<file path="config.mk">
export PLATFORM = sky130hd
export DESIGN_NAME = pid_speed_ctrl
export DESIGN_NICKNAME = d
export VERILOG_FILES = /design/src/rtl/pid_pkg.sv /design/src/rtl/pid_sat.sv /design/src/rtl/pid_speed_ctrl.sv
export SDC_FILE = /design/constraint.sdc
export NUM_CORES = 1
export LEC_CHECK = 0
export ABC_AREA = 0
export CORE_MARGIN = 2
export CORE_UTILIZATION = 30
export CTS_CLUSTER_SIZE = 24
export DETAILED_ROUTE_END_ITERATION = 8
export SKIP_LAST_GASP = 1
export SLEW_MARGIN = 20
export SYNTH_ARGS = -nofsm -noshare
export SYNTH_HDL_FRONTEND = slang
export SYNTH_HIERARCHICAL = 1
export SYNTH_SLANG_ARGS = --single-unit
</file>
<file path="constraint.sdc">
create_clock -name clk -period 12.98 [get_ports clk]
set_input_delay 2.596 -clock clk [delete_from_list [all_inputs] [get_ports clk]]
set_output_delay 2.596 -clock clk [all_outputs]
set_load 0.02 [all_outputs]
</file>
<file path="src/rtl/pid_pkg.sv">
// Shared types and defaults for the PID speed controller: FSM state encoding,
// default datapath widths and the PWM word layout.
package pid_pkg;

  typedef enum logic [2:0] {
    IDLE  = 3'd0,
    ERR   = 3'd1,
    MUL_P = 3'd2,
    MUL_I = 3'd3,
    MUL_D = 3'd4,
    SUM   = 3'd5
  } pid_state_t;

  localparam int PID_ERR_W   = 16;
  localparam int PID_GAIN_W  = 8;
  localparam int PID_FRAC_W  = 4;
  localparam int PID_ACC_W   = PID_GAIN_W + PID_ERR_W + 2;
  localparam int PID_INT_LIM = 4096;

  localparam int PWM_W       = 8;
  localparam int PWM_MAG_MAX = 127;
  localparam int PWM_DIR_BIT = 7;

endpackage

</file>
<file path="src/rtl/pid_sat.sv">
// Signed saturator: narrows IN_W to OUT_W, clamping either to the full OUT_W
// range (LIM = 0) or to the symmetric window +/-LIM (LIM > 0).
module pid_sat #(
  parameter int IN_W  = 17,
  parameter int OUT_W = 16,
  parameter int LIM   = 0
) (
  input  logic signed [IN_W-1:0]  din,
  output logic signed [OUT_W-1:0] dout
);

  localparam logic signed [IN_W-1:0] FULL_HI =
    signed'({{(IN_W-OUT_W+1){1'b0}}, {(OUT_W-1){1'b1}}});
  localparam logic signed [IN_W-1:0] FULL_LO = ~FULL_HI;
  localparam logic signed [IN_W-1:0] LIM_V   = IN_W'(LIM);
  localparam logic signed [IN_W-1:0] HI      = (LIM > 0) ? LIM_V : FULL_HI;
  localparam logic signed [IN_W-1:0] LO      = (LIM > 0) ? -LIM_V : FULL_LO;

  always_comb begin
    dout = din[OUT_W-1:0];
    if (din > HI) begin
      dout = HI[OUT_W-1:0];
    end else if (din < LO) begin
      dout = LO[OUT_W-1:0];
    end
  end

endmodule

</file>
<file path="src/rtl/pid_speed_ctrl.sv">
// Discrete PID speed controller with one shared multiplier; emits a sign-magnitude PWM word.
// Build option: define PID_DEADBAND_EN to zero errors with |e| <= DEADBAND.
module pid_speed_ctrl
  import pid_pkg::*;
#(
  parameter int ERR_W    = PID_ERR_W,
  parameter int GAIN_W   = PID_GAIN_W,
  parameter int FRAC_W   = PID_FRAC_W,
  parameter int ACC_W    = PID_ACC_W,
  parameter int INT_LIM  = PID_INT_LIM,
  parameter int DEADBAND = 0
) (
  input  logic                    clk,
  input  logic                    reset_n,
  input  logic                    enable,
  input  logic                    sample_tick,
  input  logic signed [ERR_W-1:0] setpoint,
  input  logic signed [ERR_W-1:0] feedback,
  input  logic [GAIN_W-1:0]       kp,
  input  logic [GAIN_W-1:0]       ki,
  input  logic [GAIN_W-1:0]       kd,
  output logic [PWM_W-1:0]        pwm_val,
  output logic                    busy,
  output logic                    out_valid
);

  localparam int PROD_W = GAIN_W + 1 + ERR_W;
  localparam int U_W    = ACC_W - FRAC_W;

  pid_state_t state;

  logic signed [ERR_W-1:0] integ;
  logic signed [ERR_W-1:0] e_prev;
  logic signed [ERR_W-1:0] e_p1;
  logic signed [ERR_W-1:0] d_p1;
  logic signed [ACC_W-1:0] acc_p2;

  // ERR stage: error, integrator update and derivative, all saturated
  logic signed [ERR_W:0]   err_raw;
  logic signed [ERR_W-1:0] err_sat;
  logic signed [ERR_W-1:0] err_use;
  logic signed [ERR_W:0]   integ_sum;
  logic signed [ERR_W-1:0] integ_nxt;
  logic signed [ERR_W:0]   diff_raw;
  logic signed [ERR_W-1:0] d_nxt;

  assign err_raw = {setpoint[ERR_W-1], setpoint} - {feedback[ERR_W-1], feedback};

  pid_sat #(.IN_W(ERR_W+1), .OUT_W(ERR_W), .LIM(0)) u_sat_err (
    .din  (err_raw),
    .dout (err_sat)
  );

`ifdef PID_DEADBAND_EN
  localparam logic signed [ERR_W:0] DB_V = (ERR_W+1)'(DEADBAND);
  logic signed [ERR_W:0] err_ext;
  logic signed [ERR_W:0] err_mag;

  assign err_ext = {err_sat[ERR_W-1], err_sat};
  assign err_mag = err_sat[ERR_W-1] ? -err_ext : err_ext;
  assign err_use = (err_mag <= DB_V) ? '0 : err_sat;
`else
  assign err_use = err_sat;
`endif

  assign integ_sum = {integ[ERR_W-1], integ} + {err_use[ERR_W-1], err_use};
  assign diff_raw  = {err_use[ERR_W-1], err_use} - {e_prev[ERR_W-1], e_prev};

  pid_sat #(.IN_W(ERR_W+1), .OUT_W(ERR_W), .LIM(INT_LIM)) u_sat_integ (
    .din  (integ_sum),
    .dout (integ_nxt)
  );

  pid_sat #(.IN_W(ERR_W+1), .OUT_W(ERR_W), .LIM(0)) u_sat_d (
    .din  (diff_raw),
    .dout (d_nxt)
  );

  // MUL stages: one multiplier, operand and gain selected by state
  logic [GAIN_W-1:0]        gain_mux;
  logic signed [ERR_W-1:0]  op_mux;
  logic signed [PROD_W-1:0] gain_x;
  logic signed [PROD_W-1:0] op_x;
  logic signed [PROD_W-1:0] prod;

  always_comb begin
    gain_mux = '0;
    op_mux   = '0;
    case (state)
      MUL_P: begin
        gain_mux = kp;
        op_mux   = e_p1;
      end
      MUL_I: begin
        gain_mux = ki;
        op_mux   = integ;
      end
      MUL_D: begin
        gain_mux = kd;
        op_mux   = d_p1;
      end
      default: ;
    endcase
  end

  assign gain_x = signed'(PROD_W'({1'b0, gain_mux}));
  assign op_x   = PROD_W'(op_mux);
  assign prod   = gain_x * op_x;

  // SUM stage: drop gain fraction, take magnitude without overflow, clamp to 127
  logic signed [U_W-1:0]   u_s;
  logic signed [U_W:0]     u_ext;
  logic signed [U_W:0]     u_abs;
  logic signed [PWM_W-1:0] mag_sat;
  logic                    u_neg;

  assign u_s   = U_W'(acc_p2 >>> FRAC_W);
  assign u_neg = u_s[U_W-1];
  assign u_ext = {u_neg, u_s};
  assign u_abs = u_neg ? -u_ext : u_ext;

  pid_sat #(.IN_W(U_W+1), .OUT_W(PWM_W), .LIM(PWM_MAG_MAX)) u_sat_mag (
    .din  (u_abs),
    .dout (mag_sat)
  );

  always_ff @(posedge clk) begin
    if (!reset_n || !enable) begin
      state     <= IDLE;
      pwm_val   <= '0;
      busy      <= 1'b0;
      out_valid <= 1'b0;
      integ     <= '0;
      e_prev    <= '0;
    end else begin
      out_valid <= 1'b0;
      case (state)
        IDLE: begin
          if (sample_tick) begin
            state <= ERR;
            busy  <= 1'b1;
          end
        end
        ERR: begin
          integ  <= integ_nxt;
          e_prev <= err_use;
          state  <= MUL_P;
        end
        MUL_P: state <= MUL_I;
        MUL_I: state <= MUL_D;
        MUL_D: state <= SUM;
        SUM: begin
          state     <= IDLE;
          busy      <= 1'b0;
          out_valid <= 1'b1;
          // a zero magnitude must never carry the direction bit
          if (mag_sat == '0) begin
            pwm_val <= '0;
          end else begin
            pwm_val <= {u_neg, mag_sat[PWM_DIR_BIT-1:0]};
          end
        end
        default: state <= IDLE;
      endcase
    end
  end

  always_ff @(posedge clk) begin
    case (state)
      ERR: begin
        e_p1   <= err_use;
        d_p1   <= d_nxt;
        acc_p2 <= '0;
      end
      MUL_P, MUL_I, MUL_D: acc_p2 <= acc_p2 + ACC_W'(prod);
      default: ;
    endcase
  end

endmodule

</file>
==> metrics.txt, run 1 <==
sequential area share after synthesis=20.3%; CTS Hold Bufs=0; hpwl dp=25.3 mm; hold crit path type=flip-flop to flip-flop; Final Setup Violations=0; CP max FO=11; measured slew at the worst slew-check pin=0.864 ns; Tmin final=8.81 ns; total wire length=30.6 mm; Leak=6.35 nW; largest net degree at the start of global routing=46; grt total ovfl=0; Yosys top cell area share=19.7%; core area=43,000 µm²; Synth cell types=74; Flop pwr share=33.6%; starting density of the core=30.3%; kind of end point of the critical path=flip-flop; Pins Over Slew Limit=0; Max VDD drop=0.0598 mV; Post-synth EDFFs=58; top cell type by total area after synthesis=fa_1; placer congestion estimate=0.898; CP Launch Type=input port; Pwr per Cell Area=78.1 nW/µm²; Primary FF master, synth=edfxtp_1; Wirelength per Cell=13.9 µm; layout cells sized above 1=5.13%; Setup CP Type=input port to flip-flop; Post-Synth Simple-Gate Area=17.3%; initial antenna violation count=0; Routed Antenna Nets=0; Sw Ratio=37.7%; Max H-tree Level=3; Clock Latency Late Sink=0.37 ns; largest family of logic cells by synthesized area=adder cells; fmax=114 MHz; period utilization=67.9%; count of filler cells inserted in the layout=4,576; total track usage=14.3%; Die Y=212 µm; combinational share of power=40.6%; final core area utilization=34.0%; final hold viol count=0; Worst Clk Skew=0.0157 ns; TritonCTS Buffers=9; Post-Syn Area=13,000 µm²; vias in the first global route=10,737; port bufs=69; # Post-CTS Setup Buffers=0; crit path DAT=8.91 ns; drt pass-1 iters=7; yosys warns=6; Nets=1,907; slew margin rel.=41.6%; die footprint=45,100 µm²; first-pass GRT wire length=52.2 mm; Core Rows=76; root buffer selected by CTS=clkbuf_16; worst hold slack=0.458 ns; dominant cells by area after synthesis=fa_1 (20%), edfxtp_1 (13%), ha_1 (10%); share of total power in the clock network=25.8%; Worst Path Required=13.08 ns; placed cell area=14,300 µm²; mux share of post-synthesis cell area=2.46%; via count=10,435; Yosys reg bits=103; status=finished clean; Sink Count=103; Syn Inst Count=1,574; CTS Buffer Depth=2; synthesized-area fraction occupied by adder cells=30.0%; Top Ports=70; xor and xnor area share after synthesis=5.25%; CTS tree=built; Synth Area in Compound Gates=15.4%; mean post-synth cell area=8.27 µm²; vias per cell=4.74; ant diodes=0; clock slew at reported path FFs=0.08 ns; count leader, synth=inv_1; max cap viols=0; Die Width=212 µm; synth cell count leaders=inv_1 (235), nor2_1 (212), nand2_1 (202); DRC errors left=0; asr flop ratio synth=0%; Setup TNS Final=0 ns; net switching power=0.430 mW; fin area=14,600 µm²; post-cts gate resize count=0; Area Growth Syn to Fin=12.1%; DR iter-0 viols=617; cell internal pwr=0.710 mW; RSZ-0062 raised after global routing=false
==> power groups by stage <==
stage / clock [mW] / sequential [mW] / combinational [mW]
after floorplan: 0 / 0.388 / 0.356
after global placement: 0 / 0.390 / 0.448
after detailed placement: 0 / 0.391 / 0.461
after CTS: 0.302 / 0.383 / 0.463
after global routing: 0.315 / 0.385 / 0.519
final: 0.294 / 0.383 / 0.463
==> path summary, 6_finish.rpt <==
path,from,end,slack [ns],cells past startpoint
setup / recovery,ki[1],acc_p2[25],4.17,20
hold / removal,e_prev[6],e_prev[6],0.46,2
setup reg to reg,state[0],acc_p2[25],5.93,22
hold reg to reg,e_prev[6],e_prev[6],0.46,2
==> area by class of cell <==
type                    instances  area [µm²]  share of cell area [%]
clock buffers                   9         225                    1.54
inverters                     235         882                    6.04
well taps                     585         732                    5.02
repair buffers                 84         807                    5.53
multi-input cells            1179        9210                    63.1
clock inverters                 7        90.1                   0.617
flip-flops and latches        103        2640                    18.1
==> metal layers <==
layer / part of all wire (%) / GRT usage [%] / up-vias
li1: - / - / 5238
met1: 46 / 18.1 / 4955
met2: 49 / 25.9 / 217
met3: 3.9 / 2.25 / 25
met4: 1.3 / 2.58 / 0
met5: 0 / 0 / -
==> through the flow <==
step           instances  total power [mW]  worst slack, ns
2_1_floorplan       1576             0.744             4.98
3_3_place_gp        2185             0.838             3.65
3_5_place_dp        2186             0.852             3.44
4_1_cts             2202              1.15             3.84
5_1_grt             2202              1.22             3.71
6_report            2202              1.14             4.17
==> worst max-delay path: stages <==
cell             delay, ns
clkdlybuf4s50_1       0.59
mux2i_1               0.14
o21ai_1               0.67
nand2_1               0.16
fa_1                  0.54
inv_1                 0.05
fa_1                  0.52
fa_1                  0.44
fa_1                  0.54
inv_1                 0.05
fa_1                  0.50
inv_1                 0.05
ha_1                  0.38
nand4_1               0.21
nor2_1                0.19
nand3_1               0.13
a21boi_1              0.24
a2bb2oi_1             0.37
o41ai_1               0.12
or4_1                 0.40
==> kinds of logic (layout without fill, tap and decap cells) <==
family / count (synthesis) / count (layout)
xor+xnor: 78 / 78
mux: 32 / 32
compound gates: 303 / 303
flops: 103 / 103
buf+inv: 294 / 335
simple gates: 528 / 528
fa+ha+maj: 235 / 235
other cells: 1 / 3
==> cell usage in the layout (no fill, tap or decap), types with 20 or more instances in the layout <==
cell type        count
inv_1              234
nor2_1             211
nand2_1            201
fa_1               128
ha_1               107
a21oi_1             89
clkdlybuf4s50_1     69
edfxtp_1            58
xnor2_1             54
o21ai_0             51
dfxtp_1             44
mux2i_1             32
o21a_1              30
a21o_1              26
o21ai_2             22
xor2_1              22
nor3_1              20
==> flip-flops by register name, indices dropped and copies added, names as in the netlist <==
register and count:
pwm_val 8, e_prev 16, state 3, busy 1
out_valid 1, acc_p2 26, d_p1 16, integ 16
e_p1 16
Power figures use the tool's default switching activity.
==> run 2: changes to the inputs <==
==> constraint.sdc (replaced) <==
create_clock -name clk -period 7.7 [get_ports clk]
set_input_delay 1.54 -clock clk [delete_from_list [all_inputs] [get_ports clk]]
set_output_delay 1.54 -clock clk [all_outputs]
set_load 0.02 [all_outputs]
==> run 2 against run 1 <==
Register-to-register slack worse by 5.0 ns. First-iteration DRC count is 3.2% lower. Core utilization rose by 0.89 points. Largest cell class unchanged. Largest power group unchanged.
==> metrics.txt, run 2 (synthesized netlist as in run 1, its figures left out) <==
status=finished clean; Die Width=212 µm (unchanged); Non-Filler Instances=2,252 (+2.3%); period utilization=94.6%; CP max FO=10 (-1); starting density of the core=30.3% (unchanged); kind of end point of the critical path=flip-flop; hpwl dp=26.2 mm (+3.9%); Routed Antenna Nets=0 (unchanged); Flop pwr share=33.4% (-0.2 points); total track usage=14.5% (+0.15 points); Bufs and invs on worst path=6 (+2); final hold viol count=0 (unchanged); Nets=1,957 (+2.6%); # Post-CTS Setup Buffers=0 (unchanged); die footprint=45,100 µm² (unchanged); first-pass GRT wire length=52.6 mm (+0.71%); Core Rows=76 (unchanged); commonest non-fill, non-tap cell in the layout=inv_1; share of total power in the clock network=24.4% (-1.4 points); Largest register FFs=26 (unchanged); vias in the first global route=10,662 (-0.70%); CP Launch Type=input port; Tmin final=7.28 ns; total wire length=31.3 mm (+2.3%); crit path DAT=7.39 ns (-1.52 ns); via count=10,562 (+1.2%); Max H-tree Level=3 (unchanged); final core area utilization=34.8% (+0.89 points); critical path's largest stage delay=0.56 ns (-0.11 ns); ant diodes=0 (unchanged); Clock Latency Late Sink=0.37 ns (about the same); net switching power=0.734 mW (+71%); Setup CP Type=input port to flip-flop; core area=43,000 µm² (unchanged); initial antenna violation count=0 (unchanged); CTS Buffer Depth=2 (unchanged); placer congestion estimate=0.902 (+0.49%); CTS tree=built; Area Growth Syn to Fin=15.0%; grt total ovfl=0 (unchanged); count of filler cells inserted in the layout=4,512 (-1.4%); Pins Over Slew Limit=0 (unchanged); most frequent cells in the layout=inv_1 (234), nor2_1 (211), nand2_1 (201); Pwr per Cell Area=129 nW/µm² (+65%); combinational share of power=42.2% (+1.6 points); root buffer selected by CTS=clkbuf_16; Leak=6.58 nW (+3.8%); Worst Clk Skew=0.0117 ns (-0.00393 ns); measured slew at the worst slew-check pin=0.792 ns (-0.0720 ns); Die Y=212 µm (unchanged); Setup TNS Final=0 ns (unchanged); hold crit path type=flip-flop to flip-flop; CP max-delay cell=fa_1; fmax=137 MHz; Sw Ratio=38.0% (+0.35 points); dpl cells=2,236 (+2.3%); max cap viols=0 (unchanged); worst hold slack=0.457 ns (-0.000704 ns); CP top delay family=adder cells; Sink Count=103 (unchanged); Largest Register=acc_p2; Max VDD drop=0.105 mV (+76%); CP Cell Sequence=clkdlybuf4s50_1, mux2i_1, o21a_1, nor2_1, fa_1, fa_1, inv_1, fa_1, inv_1, fa_1, inv_1, fa_1, inv_1, ha_1, o21ai_0, nor2_1, nand3_1, a21boi_1, a2bb2oi_1, buf_4, o41ai_1, or4_1; largest net degree at the start of global routing=65 (+41%); cell internal pwr=1.20 mW (+68%); drt pass-1 iters=6 (-1); Wirelength per Cell=13.9 µm (about the same); TritonCTS Buffers=9 (unchanged); port bufs=69 (unchanged); RSZ-0062 raised after global routing=false; Final Setup Violations=0 (unchanged); Worst Path Required=7.80 ns (-5.28 ns); slew margin rel.=47.2% (+5.5 points); most frequent CP cell=fa_1; clock slew at reported path FFs=0.08 ns (about the same); Top Ports=70 (unchanged); DRC errors left=0 (unchanged); layout cells sized above 1=8.16% (+3.0 points); vias per cell=4.69 (-1.0%); total power=1.93 mW (+69%); DR iter-0 viols=597 (-3.2%)
==> run 2: final cells by class <==
cell class / instances / area (µm²) / area share [%]
Timing Repair Buffer: 134 / 1190 / 7.95
Tap cell: 585 / 732 / 4.89
Clock buffer: 9 / 225 / 1.50
Multi-Input combinational cell: 1179 / 9230 / 61.6
Clock inverter: 7 / 72.6 / 0.485
Inverter: 235 / 882 / 5.89
Sequential cell: 103 / 2640 / 17.7
==> run 2: power groups by stage <==
stage          clock, mW  combinational, mW  sequential [mW]
2_1_floorplan          0              0.601            0.653
3_3_place_gp           0              0.793            0.657
3_5_place_dp           0              0.807            0.658
4_1_cts            0.485              0.810            0.645
5_1_grt            0.502              0.910            0.648
6_report           0.471              0.815            0.645
==> run 2: what timing repair did <==
item                       in CTS  in global routing
gates resized for setup         0                  3
hold buffers                    0                  0
setup endpoints to repair       0                 13
==> run 2: per-stage QoR <==
step           area, µm²  setup WS [ns]
5_1_grt            15000       0.000337
6_report           15000          0.415
3_5_place_dp       14700        0.00466
4_1_cts            15000          0.360
3_3_place_gp       14700         0.0633
2_1_floorplan      13000          0.760
==> run 2: worst paths after layout <==
check            start          to  slack, ns  depth (start not counted)
min reg2reg  e_prev[3]   e_prev[3]       0.46                          2
min          e_prev[3]   e_prev[3]       0.46                          2
max reg2reg   state[1]  acc_p2[25]       0.93                         25
max              ki[5]  acc_p2[25]       0.42                         22
==> run 2: metal layers <==
layer	part of all wire [%]	vias to the layer above	track usage, %
met1	47	4985	19.4
met3	4.1	24	1.67
li1	-	5331	-
met2	47	222	25.2
met4	1.2	0	2.82
met5	0	-	0
==> run 2: tightest hold or removal path, cell delays in order (launching register included) <==
cell and delay (ns):
dfxtp_1 0.31, nand2_1 0.05, a21oi_1 0.05
==> run 3: changes to the inputs <==
--- a/config.mk
+++ b/config.mk
@@ -10,6 +10,7 @@
 export CORE_UTILIZATION = 30
 export CTS_CLUSTER_SIZE = 24
 export DETAILED_ROUTE_END_ITERATION = 8
+export PLACE_DENSITY = 0.5
 export SKIP_LAST_GASP = 1
 export SLEW_MARGIN = 20
 export SYNTH_ARGS = -nofsm -noshare
==> run 3 against run 2 <==
Clock-buffer cell count stayed put. Die area did not move. Core utilization is essentially flat. Setup slack lost 0.12 ns. First-iteration DRC count shrank 20%. Cell count up 0.22%. Via count decreased by 1.1%. Total power grew 1.0%. Clock skew up 0.0033 ns. Clock power is 1% higher. Critical path type unchanged. Critical endpoint unchanged. Largest power group unchanged.
==> metrics.txt, run 3 (synthesized netlist as in run 1, its figures left out) <==
hold crit path type=flip-flop to flip-flop; most frequent cells in the layout=inv_1 (234), nor2_1 (211), nand2_1 (200); Wirelength per Cell=14.2 µm (+2.1%); RSZ-0062 raised after global routing=false; Max H-tree Level=3 (unchanged); vias in the first global route=10,670 (+0.075%); ant diodes=0 (unchanged); Setup CP Type=input port to flip-flop; share of total power in the clock network=24.4% (about the same); CP Cell Sequence=clkdlybuf4s50_1, mux2i_1, o21a_1, nor2_1, fa_1, inv_1, fa_1, inv_1, fa_1, fa_1, inv_1, fa_1, inv_1, ha_1, o21ai_0, nor2_1, nand3_1, a21boi_1, a2bb2oi_1, buf_4, o41ai_1, or4_1; reg2reg setup slack=0.86 ns (-0.07 ns); hpwl dp=26.6 mm (+1.6%); core area=43,000 µm² (unchanged); r2r endpoint=acc_p2[25]; Area Growth Syn to Fin=15.1% (about the same); Max VDD drop=0.109 mV (+3.7%); status=finished clean; crit path DAT=7.52 ns (+0.13 ns); via count=10,450 (-1.1%); CP top delay family=adder cells; cell internal pwr=1.20 mW (+0.42%); Nets=1,962 (+0.26%); Largest register FFs=26 (unchanged); Flop pwr share=33.1% (-0.3 points); final hold viol count=0 (unchanged); Pwr per Cell Area=130 nW/µm² (+0.95%); combinational share of power=42.5% (+0.3 points); Sink Count=103 (unchanged); CP Launch Type=input port; Worst Path Required=7.82 ns (+0.02 ns); CP Capture Point=acc_p2[25]; CTS tree=built; Largest Register=acc_p2; net switching power=0.749 mW (+2.0%); DRC errors left=0 (unchanged); total wire length=32.0 mm (+2.3%); Worst Clk Skew=0.0151 ns (+0.00333 ns); Clock Latency Late Sink=0.39 ns (+0.02 ns); layout cells sized above 1=8.31% (+0.16 points); Die Y=212 µm (unchanged); Die Width=212 µm (unchanged); slew margin rel.=44.9% (-2.3 points); CP Depth=22 (unchanged); drt pass-1 iters=5 (-1); DR iter-0 viols=478 (-20%); commonest non-fill, non-tap cell in the layout=inv_1; Core Rows=76 (unchanged); clock slew at reported path FFs=0.08 ns (about the same); TritonCTS Buffers=9 (unchanged); fmax=135 MHz (-1.6%); Worst Setup SP=ki[4]; Sw Ratio=38.4% (+0.37 points); initial antenna violation count=0 (unchanged); dpl cells=2,241 (+0.22%); Worst R2R Path Depth=22 (-12%); vias per cell=4.63 (-1.3%); critical path's largest stage delay=0.54 ns (-0.02 ns); first-pass GRT wire length=54.0 mm (+2.6%); Routed Antenna Nets=0 (unchanged); CP max-delay cell=fa_1; placer congestion estimate=0.875 (-3.0%); largest net degree at the start of global routing=46 (-29%); Leak=6.61 nW (+0.36%); worst r2r src=state[2]; Hold Path Origin=e_prev[14]; Final Setup Violations=0 (unchanged); max cap viols=0 (unchanged); die footprint=45,100 µm² (unchanged); Bufs and invs on worst path=6 (unchanged); Setup TNS Final=0 ns (unchanged); CTS Hold Bufs=0 (unchanged); Top Ports=70 (unchanged); total track usage=15.1% (+0.59 points); root buffer selected by CTS=clkbuf_16; Pins Over Slew Limit=0 (unchanged); port bufs=69 (unchanged); measured slew at the worst slew-check pin=0.827 ns (+0.0343 ns); Tmin final=7.40 ns (+0.119 ns); CP max FO=13 (+3); period utilization=96.1% (+1.5 points); Non-Filler Instances=2,257 (+0.22%); grt total ovfl=0 (unchanged); most frequent CP cell=fa_1; starting density of the core=30.3% (unchanged); kind of end point of the critical path=flip-flop; CTS Buffer Depth=2 (unchanged)
## run 3: cell types whose count changed in the layout (fill, tap and decap cells not counted), sizes merged
| cell | previous run | this run |
|---|---|---|
| buf | 65 | 70 |
| clkinv | 2 | 4 |
| clkinvlp | 1 | 0 |
| inv | 239 | 238 |
## run 3: tightest hold or removal path, cell delays in order, from the launching register on
cell     delay [ns]
dfxtp_1        0.31
nand2_1        0.05
a21oi_1        0.05
## run 3: worst min path at each step
stage / to / slack (ns) / depth (start not counted)
finish: e_prev[14] / 0.46 / 2
global placement: e_prev[6] / 0.44 / 2
floorplan: e_prev[10] / 0.44 / 2
detailed placement: e_prev[6] / 0.45 / 2
CTS: e_prev[6] / 0.46 / 2
global route: e_prev[14] / 0.47 / 2
## run 3: final cells by class
class | instances | area, µm²
multi-input combinational | 1179 | 9220
sequential | 103 | 2640
inverter | 235 | 882
clock buffer | 9 | 225
clock inverter | 7 | 66.3
tap | 585 | 732
fill | 4596 | 28000
timing repair buffer | 139 | 1220
## run 3: repair_timing
item                       4_1_cts  5_1_grt
setup buffers                    0        0
setup endpoints to repair        0       10
gates resized for setup          0        1
## run 3: power groups by stage
stage / Clock [mW] / Combinational [mW] / Sequential (mW)
after floorplan: 0 / 0.601 / 0.653
after global placement: 0 / 0.819 / 0.658
after detailed placement: 0 / 0.826 / 0.658
after CTS: 0.494 / 0.828 / 0.645
after global routing: 0.511 / 0.932 / 0.648
final: 0.476 / 0.828 / 0.645
## run 3: stage by stage
step	hold WS (ns)	area (µm²)	total power [mW]	utilization, %	worst slack (ns)
6_report	0.456	15000	1.95	34.9	0.297
5_1_grt	0.474	15000	2.09	34.9	0.00469
4_1_cts	0.458	15000	1.97	34.8	0.315
3_5_place_dp	0.447	14700	1.48	34.2	-0.0937
3_3_place_gp	0.443	14700	1.48	34.2	-0.0300
2_1_floorplan	0.436	13000	1.25	-	0.760
## run 3: metal layers
layer / global-route usage [%] / wire length [µm]
met4: 4.12 / 589
met5: 0 / 0
met1: 19.8 / 15500
met3: 2.25 / 988
met2: 25.7 / 15000
